`src/rtl/mac_sched.sv`:
```
// mac_sched: round-robin front end that shares one signed 16x16 / dual 8x8 MAC
// among NREQ valid/ready requesters. It locks the MAC to a requester for the
// length of its accumulate chain and routes each MAC result back by tag.
module mac_sched #(
  parameter int NREQ = 2,
  parameter int LAT  = 3,
  parameter int IDW  = $clog2(NREQ)
) (
  input  logic                     clk,
  input  logic                     reset_n,
  input  logic [NREQ-1:0]          req_valid,
  output logic [NREQ-1:0]          req_ready,
  input  logic [3*NREQ-1:0]        req_op,
  input  logic [16*NREQ-1:0]       req_a,
  input  logic [16*NREQ-1:0]       req_b,
  input  logic [NREQ-1:0]          req_last,
  input  logic                     hold,
  output logic [2:0]               mac_instr,
  output logic signed [15:0]       mac_a,
  output logic signed [15:0]       mac_b,
  output logic                     mac_stall,
  input  logic [39:0]              mac_data,
  output logic                     rsp_valid,
  output logic [IDW-1:0]           rsp_id,
  output logic [39:0]              rsp_data,
  output logic                     err_mode,
  output logic                     busy
);

  typedef enum logic {IDLE = 1'b0, LOCKED = 1'b1} state_e;

  state_e                 state_q, state_d;
  logic [IDW-1:0]         rr_ptr_q, rr_ptr_d;
  logic [IDW-1:0]         owner_q, owner_d;
  logic                   lock_mode_q, lock_mode_d;
  logic                   err_mode_q, err_mode_d;

  logic                   accept;
  logic [IDW-1:0]         grant_id;
  logic [2:0]             g_op;
  logic signed [15:0]     g_a, g_b;
  logic                   g_last;

  logic [2:0]             mac_instr_q, mac_instr_d;
  logic signed [15:0]     mac_a_q, mac_a_d;
  logic signed [15:0]     mac_b_q, mac_b_d;
  logic                   mac_stall_q, mac_stall_d;

  // The tag pipe is one stage longer than LAT so that its last stage becomes
  // valid on the same edge the matching result appears on mac_data.
  logic [LAT:0]           tag_vld_q, tag_vld_d;
  logic [IDW-1:0]         tag_id_q [LAT+1];
  logic [IDW-1:0]         tag_id_d [LAT+1];

  logic                   rsp_valid_q, rsp_valid_d;
  logic [IDW-1:0]         rsp_id_q, rsp_id_d;
  logic [39:0]            rsp_data_q, rsp_data_d;

  // Grant search: first valid requester at or after rr_ptr, overridden by the lock owner.
  always_comb begin
    logic [IDW:0] sum;
    logic [IDW-1:0] idx;
    accept   = 1'b0;
    grant_id = '0;
    sum      = '0;
    idx      = '0;
    for (int k = 0; k < NREQ; k++) begin
      sum = {1'b0, rr_ptr_q} + (IDW+1)'(k);
      if (sum >= (IDW+1)'(NREQ)) sum = sum - (IDW+1)'(NREQ);
      idx = sum[IDW-1:0];
      if (!accept && req_valid[idx]) begin
        accept   = 1'b1;
        grant_id = idx;
      end
    end
    if (state_q == LOCKED) begin
      accept   = req_valid[owner_q];
      grant_id = owner_q;
    end
    if (hold || !reset_n) accept = 1'b0;
  end

  // Select the grantee's beat fields.
  always_comb begin
    g_op   = '0;
    g_a    = '0;
    g_b    = '0;
    g_last = 1'b0;
    for (int k = 0; k < NREQ; k++) begin
      if (grant_id == IDW'(k)) begin
        g_op   = req_op[3*k +: 3];
        g_a    = req_a[16*k +: 16];
        g_b    = req_b[16*k +: 16];
        g_last = req_last[k];
      end
    end
  end

  // One-hot ready for the accepted requester only.
  always_comb begin
    req_ready = '0;
    if (accept) req_ready[grant_id] = 1'b1;
  end

  // Lock FSM state register.
  always_ff @(posedge clk or negedge reset_n) begin
    if (!reset_n) state_q <= IDLE;
    else          state_q <= state_d;
  end

  // Lock FSM next state: a chain opens on a non-last beat and closes on the owner's last beat.
  always_comb begin
    state_d = state_q;
    case (state_q)
      IDLE:    if (accept && !g_last) state_d = LOCKED;
      LOCKED:  if (accept && g_last)  state_d = IDLE;
      default: state_d = IDLE;
    endcase
  end

  // Lock FSM outputs: owner capture, mode check and round-robin pointer advance.
  always_comb begin
    owner_d     = owner_q;
    lock_mode_d = lock_mode_q;
    err_mode_d  = 1'b0;
    rr_ptr_d    = rr_ptr_q;
    if (state_q == IDLE && accept && !g_last) begin
      owner_d     = grant_id;
      lock_mode_d = g_op[2];
    end
    if (state_q == LOCKED && accept && (g_op[2] != lock_mode_q)) err_mode_d = 1'b1;
    if (accept) rr_ptr_d = (grant_id == IDW'(NREQ-1)) ? '0 : grant_id + 1'b1;
  end

  // Issue slot: load the grantee's beat, otherwise stall and keep the old operands.
  always_comb begin
    mac_instr_d = mac_instr_q;
    mac_a_d     = mac_a_q;
    mac_b_d     = mac_b_q;
    mac_stall_d = 1'b1;
    if (accept) begin
      mac_instr_d = g_op;
      mac_a_d     = g_a;
      mac_b_d     = g_b;
      mac_stall_d = 1'b0;
    end
  end

  // Tag pipe advances every cycle, independent of stall and hold.
  always_comb begin
    tag_vld_d   = {tag_vld_q[LAT-1:0], accept};
    tag_id_d[0] = grant_id;
    for (int s = 1; s <= LAT; s++) tag_id_d[s] = tag_id_q[s-1];
  end

  // Response capture when the final tag stage carries a live slot.
  always_comb begin
    rsp_valid_d = tag_vld_q[LAT];
    rsp_id_d    = rsp_id_q;
    rsp_data_d  = rsp_data_q;
    if (tag_vld_q[LAT]) begin
      rsp_id_d   = tag_id_q[LAT];
      rsp_data_d = mac_data;
    end
  end

  // Control, issue and response registers with asynchronous reset.
  always_ff @(posedge clk or negedge reset_n) begin
    if (!reset_n) begin
      rr_ptr_q    <= '0;
      owner_q     <= '0;
      lock_mode_q <= 1'b0;
      err_mode_q  <= 1'b0;
      mac_instr_q <= '0;
      mac_a_q     <= '0;
      mac_b_q     <= '0;
      mac_stall_q <= 1'b1;
      tag_vld_q   <= '0;
      rsp_valid_q <= 1'b0;
      rsp_id_q    <= '0;
      rsp_data_q  <= '0;
    end else begin
      rr_ptr_q    <= rr_ptr_d;
      owner_q     <= owner_d;
      lock_mode_q <= lock_mode_d;
      err_mode_q  <= err_mode_d;
      mac_instr_q <= mac_instr_d;
      mac_a_q     <= mac_a_d;
      mac_b_q     <= mac_b_d;
      mac_stall_q <= mac_stall_d;
      tag_vld_q   <= tag_vld_d;
      rsp_valid_q <= rsp_valid_d;
      rsp_id_q    <= rsp_id_d;
      rsp_data_q  <= rsp_data_d;
    end
  end

  // Tag ids are qualified by tag_vld, so they need no reset.
  always_ff @(posedge clk) begin
    for (int s = 0; s <= LAT; s++) tag_id_q[s] <= tag_id_d[s];
  end

  assign mac_instr = mac_instr_q;
  assign mac_a     = mac_a_q;
  assign mac_b     = mac_b_q;
  assign mac_stall = mac_stall_q;
  assign rsp_valid = rsp_valid_q;
  assign rsp_id    = rsp_id_q;
  assign rsp_data  = rsp_data_q;
  assign err_mode  = err_mode_q;
  assign busy      = (state_q == LOCKED) | (|tag_vld_q) | rsp_valid_q;

endmodule
```
`config.mk`:
```
export PLATFORM = sky130hd
export DESIGN_NAME = mac_sched
export DESIGN_NICKNAME = d
export VERILOG_FILES = /design/src/rtl/mac_sched.sv
export SDC_FILE = /design/constraint.sdc
export NUM_CORES = 1
export LEC_CHECK = 0
export BUFFER_PORTS_ARGS = -buffer_cell sky130_fd_sc_hd__buf_4
export CORE_MARGIN = 3
export CORE_UTILIZATION = 25
export DETAILED_ROUTE_END_ITERATION = 12
export GPL_TIMING_DRIVEN = 1
export PLACE_DENSITY = 0.6
export SYNTH_ARGS = -nofsm -noshare
export SYNTH_HDL_FRONTEND = slang
export SYNTH_SLANG_ARGS = --single-unit
```
`constraint.sdc`:
```
create_clock -name clk -period 1.3 [get_ports clk]
set_input_delay 0.26 -clock clk [delete_from_list [all_inputs] [get_ports clk]]
set_output_delay 0.26 -clock clk [all_outputs]
set_load 0.02 [all_outputs]
```
==> qor.txt, run 1 <==
H-Tree Depth: 3
Tot GR Track Use: 12.0%
worst path cell trace: nand2b_1, o221a_4, and2_4, buf_6
initial antenna violation count: 0
Die H: 129 microns
register area share after synthesis: 60.1%
Pwr Total: 13.4 mW
hold crit path type: primary input to async pin
top-area cell type share of the netlist area: 57.3%
clock-pin slew on the worst setup and hold paths: 0.06 ns
syn nets: 403
Slew Viols, Final: 0
commonest non-fill, non-tap cell in the layout: buf_4
Top Ports: 199
hpwl dp: 7410 microns
CP top delay family: flip-flops
Post-Syn Area per Cell: 13.1 sq um
WL/cell: 14.9 microns
headroom to the max-slew limit: 54.8%
P_leak: 2.96 nW
Max Cap Viol: 0
die area: 16500 sq um
CP Launch Type: flop
vias in the first global route: 3145
failing checks: negative setup slack
final worst slack: -0.455 ns
Core Rows: 44
fmax: 0.570 GHz
CTS Buf Count: 9
Crit path buffers/inverters: 1
via count: 2984
TritonCTS clock tree: done
Initial Utilization: 25.7%
Layout Nets: 625
utilization after layout: 41.8%
period utilization: 135%
clk_lat worst skew: 0.33 ns
DP Cell Count: 669
area leader, netlist: dfrtp_1
Area growth, synth to finish: 62.5%
share of post-route cells with drive strength above 1: 59.5%
Tmin final: 1.75 ns
skew final: 0.00487 ns
global-route wire length before repair: 15500 microns
worst-margin pin slew: 0.679 ns
setup tns final: -11.80 ns
DRC viols: 0
CP endpoint kind: primary output
Final GP Congestion: 0.724
fill cell count: 1409
First-pass DRT Iterations: 4
Power Dens Cells: 2200 nW/um^2
CP max stage delay: 0.40 ns
clock root buffer: clkbuf_16
total gr overflow: 0
IO Port Bufs: 198
unrepaired setup endpoints after global routing: yes
Crit path depth: 4
outcome: finished with violations
Post-DRT Antenna Nets: 0
IR Drop Worst-Case VDD: 0.000829 V
critical path fanouts, max: 4
Total Wirelength: 10400 microns
CP Class: flop to primary output
final hold vios: 0
initial drt markers: 60
Mapped Area: 3750 sq um
largest net degree at the start of global routing: 52
ANT cells: 0
Non-Filler Instances: 697
YS warnings: 0
Worst Path Arrival: 1.49 ns
Req. time, crit path: 1.04 ns
Post-Syn Instances: 286
Critical Path Slowest Stage Cell: dfrtp_1
via/cell ratio: 4.28
worst r2r path cells: 5
die width: 129 microns
flop and latch count out of synthesis: 91
Sink Count: 91
clk buf depth: 2
final setup violation count: 43
Placeable Area: 14600 sq um
most frequent cells in the layout: buf_4, dfrtp_1, mux2_2, nand2_1, o21ai_1
unique cell type count in the Yosys netlist: 35
top cells by area in the synthesized netlist: dfrtp_1, mux2_2, mux2i_1
==> cells by family after synthesis <==
family	after synthesis	synth area share, %
buf+inv	21	4.23
flops	91	60.1
mux	78	22.2
compound gates	43	6.63
simple gates	53	6.77
==> layer usage <==
layer / share of wire, % / vias up / wire length, microns / global-route usage, %
met1: 40 / 1377 / 4140 / 14.1
li1: - / 1446 / - / -
met2: 49 / 147 / 5040 / 20.2
met3: 9.9 / 14 / 1030 / 3.90
met4: 1.7 / 0 / 173 / 5.31
met5: 0 / - / 0 / 0
==> worst min-delay path, stage by stage <==
cell	delay, ns
buf_4	0.12
buf_4	0.12
buf_4	0.36
==> per-stage QoR <==
step	setup slack [ns]	instance area, sq um	hold WS (ns)
3_5_place_dp	-0.289	5520	0.214
5_1_grt	-0.514	6100	0.131
3_3_place_gp	-0.245	5520	0.212
6_report	-0.455	6100	0.109
2_1_floorplan	-0.208	3790	-0.0356
4_1_cts	-0.477	5950	0.112
==> synthesized netlist by cell type, drive strengths merged <==
| library cell | instances |
|---|---|
| nor2b | 1 |
| nand3b | 1 |
| a21o | 2 |
| nand2 | 39 |
| and2 | 1 |
| o211ai | 1 |
| nor4b | 1 |
| dfstp | 1 |
| o21ai | 37 |
| nor4 | 1 |
| and3 | 1 |
| dfxtp | 4 |
| and2b | 1 |
| buf | 12 |
| mux2i | 35 |
| a21boi | 1 |
| nand2b | 2 |
| clkbuf | 6 |
| inv | 3 |
| a2111o | 1 |
| or3b | 2 |
| mux2 | 43 |
| nor3b | 1 |
| nor2 | 2 |
| dfrtp | 86 |
| o221a | 1 |
==> repair_timing <==
action,CTS,global route
cloned,1,4
gates resized for setup,14,13
hold endpoints to repair,2,0
endpoints found under the setup margin,44,44
setup buffers,6,1
pin swaps,6,6
hold buffers,1,0
==> flip-flops by register name, indices dropped and copies added (netlist names), named ones only <==
signal       count
rsp_data        40
mac_a           16
mac_b           16
tag_id_q         4
tag_vld_q        4
mac_instr        3
err_mode         1
lock_mode_q      1
mac_stall        1
owner_q          1
rr_ptr_q         1
rsp_id           1
rsp_valid        1
==> final cells by class <==
class                   instances  area [sq um]  area share [%]
inverters                       3          16.3           0.267
well taps                     184           230            3.77
multi-input cells             174          1420            23.2
flip-flops and latches         91          2260            37.1
clock inverters                 5          56.3           0.923
repair buffers                229          1890            30.9
clock buffers                  11           233            3.81
==> report_power, final <==
| group | internal [mW] | switching, mW | total [mW] |
|---|---|---|---|
| Combinational | 3.29 | 3.05 | 6.34 |
| Clock | 1.49 | 1.05 | 2.54 |
| Sequential | 3.93 | 0.590 | 4.52 |
| Total | 8.71 | 4.69 | 13.4 |
==> path summary, 6_finish.rpt <==
path / startpoint / end / slack [ns]
setup reg to reg: flop / err_mode$_DFF_PN0_ / -0.32
hold reg to reg: tag_id_q[2]$_DFF_P_ / tag_id_q[3]$_DFF_P_ / 0.33
max in group asynchronous: reset_n / mac_b[3]$_DFFE_PN0N_ / 0.63
hold / removal: reset_n / rsp_data[10]$_DFFE_PN0P_ / 0.11
setup / recovery: owner_q$_DFFE_PN0P_ / req_ready[1] / -0.45
min in group clk: mac_data[21] / rsp_data[21]$_DFFE_PN0P_ / 0.15
No activity file was read; power rests on OpenSTA's default activity.
==> run 2: changes to the inputs <==
Settings changed: PLACE_DENSITY 0.6 to 0.59.
Clock period 1.3 ns to 2.05 ns, I/O delays scaled along.
==> run 2 against run 1 <==
Net effect:
- the run now ends clean
- sequential power fell by 37%
- via count fell by 4.1%
- cell count fell by 2.9%
- first-iteration DRC count fell by 32%
- worst hold slack improved by 0.19 ns
- core utilization fell by 2.2 points
==> qor.txt, run 2 (same netlist as run 1, synthesis figures left out) <==
outcome: completed
fmax: 0.518 GHz
Layout Nets: 605 (-3.2%)
Initial Utilization: 25.7% (unchanged)
ANT cells: 0 (unchanged)
worst slack at placement: 0.199 ns (+0.488 ns)
commonest non-fill, non-tap cell in the layout: buf_4
worst-margin pin slew: 1.04 ns (+0.365 ns)
clock-pin slew on the worst setup and hold paths: 0.06 ns (about the same)
Tmin final: 1.93 ns
Tot GR Track Use: 11.2% (-0.86 points)
IO Port Bufs: 198 (unchanged)
vias in the first global route: 2931 (-6.8%)
CTS Buf Count: 9 (unchanged)
global-route wire length before repair: 14500 microns (-6.4%)
clock root buffer: clkbuf_16
Power Dens Cells: 1410 nW/um^2 (-36%)
TritonCTS clock tree: done
Total Wirelength: 9250 microns (-11%)
final hold vios: 0 (unchanged)
final worst slack: 0.118 ns (+0.573 ns)
First-pass DRT Iterations: 4 (unchanged)
initial drt markers: 41 (-32%)
internal cell power: 5.34 mW (-39%)
die width: 129 microns (unchanged)
hpwl dp: 6870 microns (-7.3%)
Sw Share: 34.3% (-0.69 points)
unrepaired setup endpoints after global routing: no
CP Class: flop to primary output
DP Cell Count: 655 (-2.1%)
Non-Filler Instances: 677 (-2.9%)
Cells on Worst Hold Path: 2
Final GP Congestion: 0.740 (+2.1%)
IR Drop Worst-Case VDD: 0.000510 V (-39%)
clock power share: 22.9% (+3.9 points)
clk buf depth: 2 (unchanged)
Max Cap Viol: 0 (unchanged)
Core Rows: 44 (unchanged)
Net Sw Power: 2.79 mW (-40%)
Req. time, crit path: 1.64 ns (+0.60 ns)
period utilization: 94.2%
total gr overflow: 0 (unchanged)
Gate power share: 41.9% (-5.4 points)
Slew Viols, Final: 0 (unchanged)
CP endpoint kind: primary output
Sink Count: 91 (unchanged)
Die H: 129 microns (unchanged)
via/cell ratio: 4.23 (-1.3%)
via count: 2861 (-4.1%)
WL/cell: 13.7 microns (-8.2%)
hold crit path type: primary input to flop
Worst Path Arrival: 1.52 ns (+0.03 ns)
Seq pwr share: 35.2% (+1.4 points)
skew final: 0.00810 ns (+0.00323 ns)
initial antenna violation count: 0 (unchanged)
Pwr Total: 8.14 mW (-39%)
worst r2r path cells: 6 (+1)
die area: 16500 sq um (unchanged)
DRC viols: 0 (unchanged)
Placeable Area: 14600 sq um (unchanged)
largest net degree at the start of global routing: 84 (+62%)
headroom to the max-slew limit: 30.4% (-24 points)
Top Ports: 199 (unchanged)
CP Launch Type: flop
final setup violation count: 0 (-100%)
P_leak: 2.82 nW (-4.8%)
setup tns final: 0 ns (+11.80 ns)
clk_lat worst skew: 0.34 ns (about the same)
Largest register FFs: 40 (unchanged)
Post-DRT Antenna Nets: 0 (unchanged)
H-Tree Depth: 3 (unchanged)
most frequent cells in the layout: buf_4, dfrtp_1, mux2_2, nand2_1
critical path fanouts, max: 4 (unchanged)
Area growth, synth to finish: 53.9%
share of post-route cells with drive strength above 1: 55.4% (-4.1 points)
-- run 2: cell type report --
| class | count | area, sq um |
|---|---|---|
| fill | 1406 | 8810 |
| sequential | 91 | 2260 |
| timing repair buffer | 209 | 1600 |
| multi-input combinational | 174 | 1340 |
| clock buffer | 11 | 233 |
| tap | 184 | 230 |
| clock inverter | 5 | 103 |
| inverter | 3 | 11.3 |
-- run 2: final timing paths --
path                                startpoint  slack [ns]                        to
min reg2reg                tag_id_q[1]$_DFF_P_        0.33       tag_id_q[2]$_DFF_P_
max in group asynchronous              reset_n        0.94    tag_vld_q[3]$_DFF_PN0_
max reg2reg                               flop        0.28        err_mode$_DFF_PN0_
min in group asynchronous              reset_n        0.39  rsp_data[11]$_DFFE_PN0P_
min                               mac_data[30]        0.30  rsp_data[30]$_DFFE_PN0P_
max                        owner_q$_DFFE_PN0P_        0.12              req_ready[1]
-- run 2: worst max-delay path, stage by stage (launching register included) --
cell      delay (ns)
dfrtp_1         0.40
nand2b_1        0.15
o221a_2         0.31
and2_1          0.17
buf_4           0.16
-- run 2: metrics by stage --
stage                     hold slack [ns]  utilization, %  area (sq um)
final                               0.304            39.6          5780
after global routing                0.277            39.6          5780
after CTS                           0.283            39.6          5770
after detailed placement            0.227            36.9          5390
after global placement              0.224            36.9          5390
after floorplan                     0.114               -          3750
-- run 2: timing repair --
item,4_1_cts,5_1_grt
hold buffers,1,0
endpoints found under the setup margin,2,1
pin swaps,1,1
setup buffers,5,0
hold endpoints to repair,4,0
gates resized for setup,1,2
-- run 2: per-layer routing --
layer  GRT usage, %  share of wire, %
met1           13.4                42
met2           18.1                46
met3           4.69                11
met4           3.89               1.1
met5              0                 0
-- run 2: power by group through the flow --
stage	clock (mW)	combinational, mW	sequential (mW)
6_report	1.86	3.41	2.86
5_1_grt	2.03	3.68	2.95
4_1_cts	1.95	3.47	2.88
3_5_place_dp	0	3.39	2.91
3_3_place_gp	0	3.35	2.88
2_1_floorplan	0	1.26	3.61
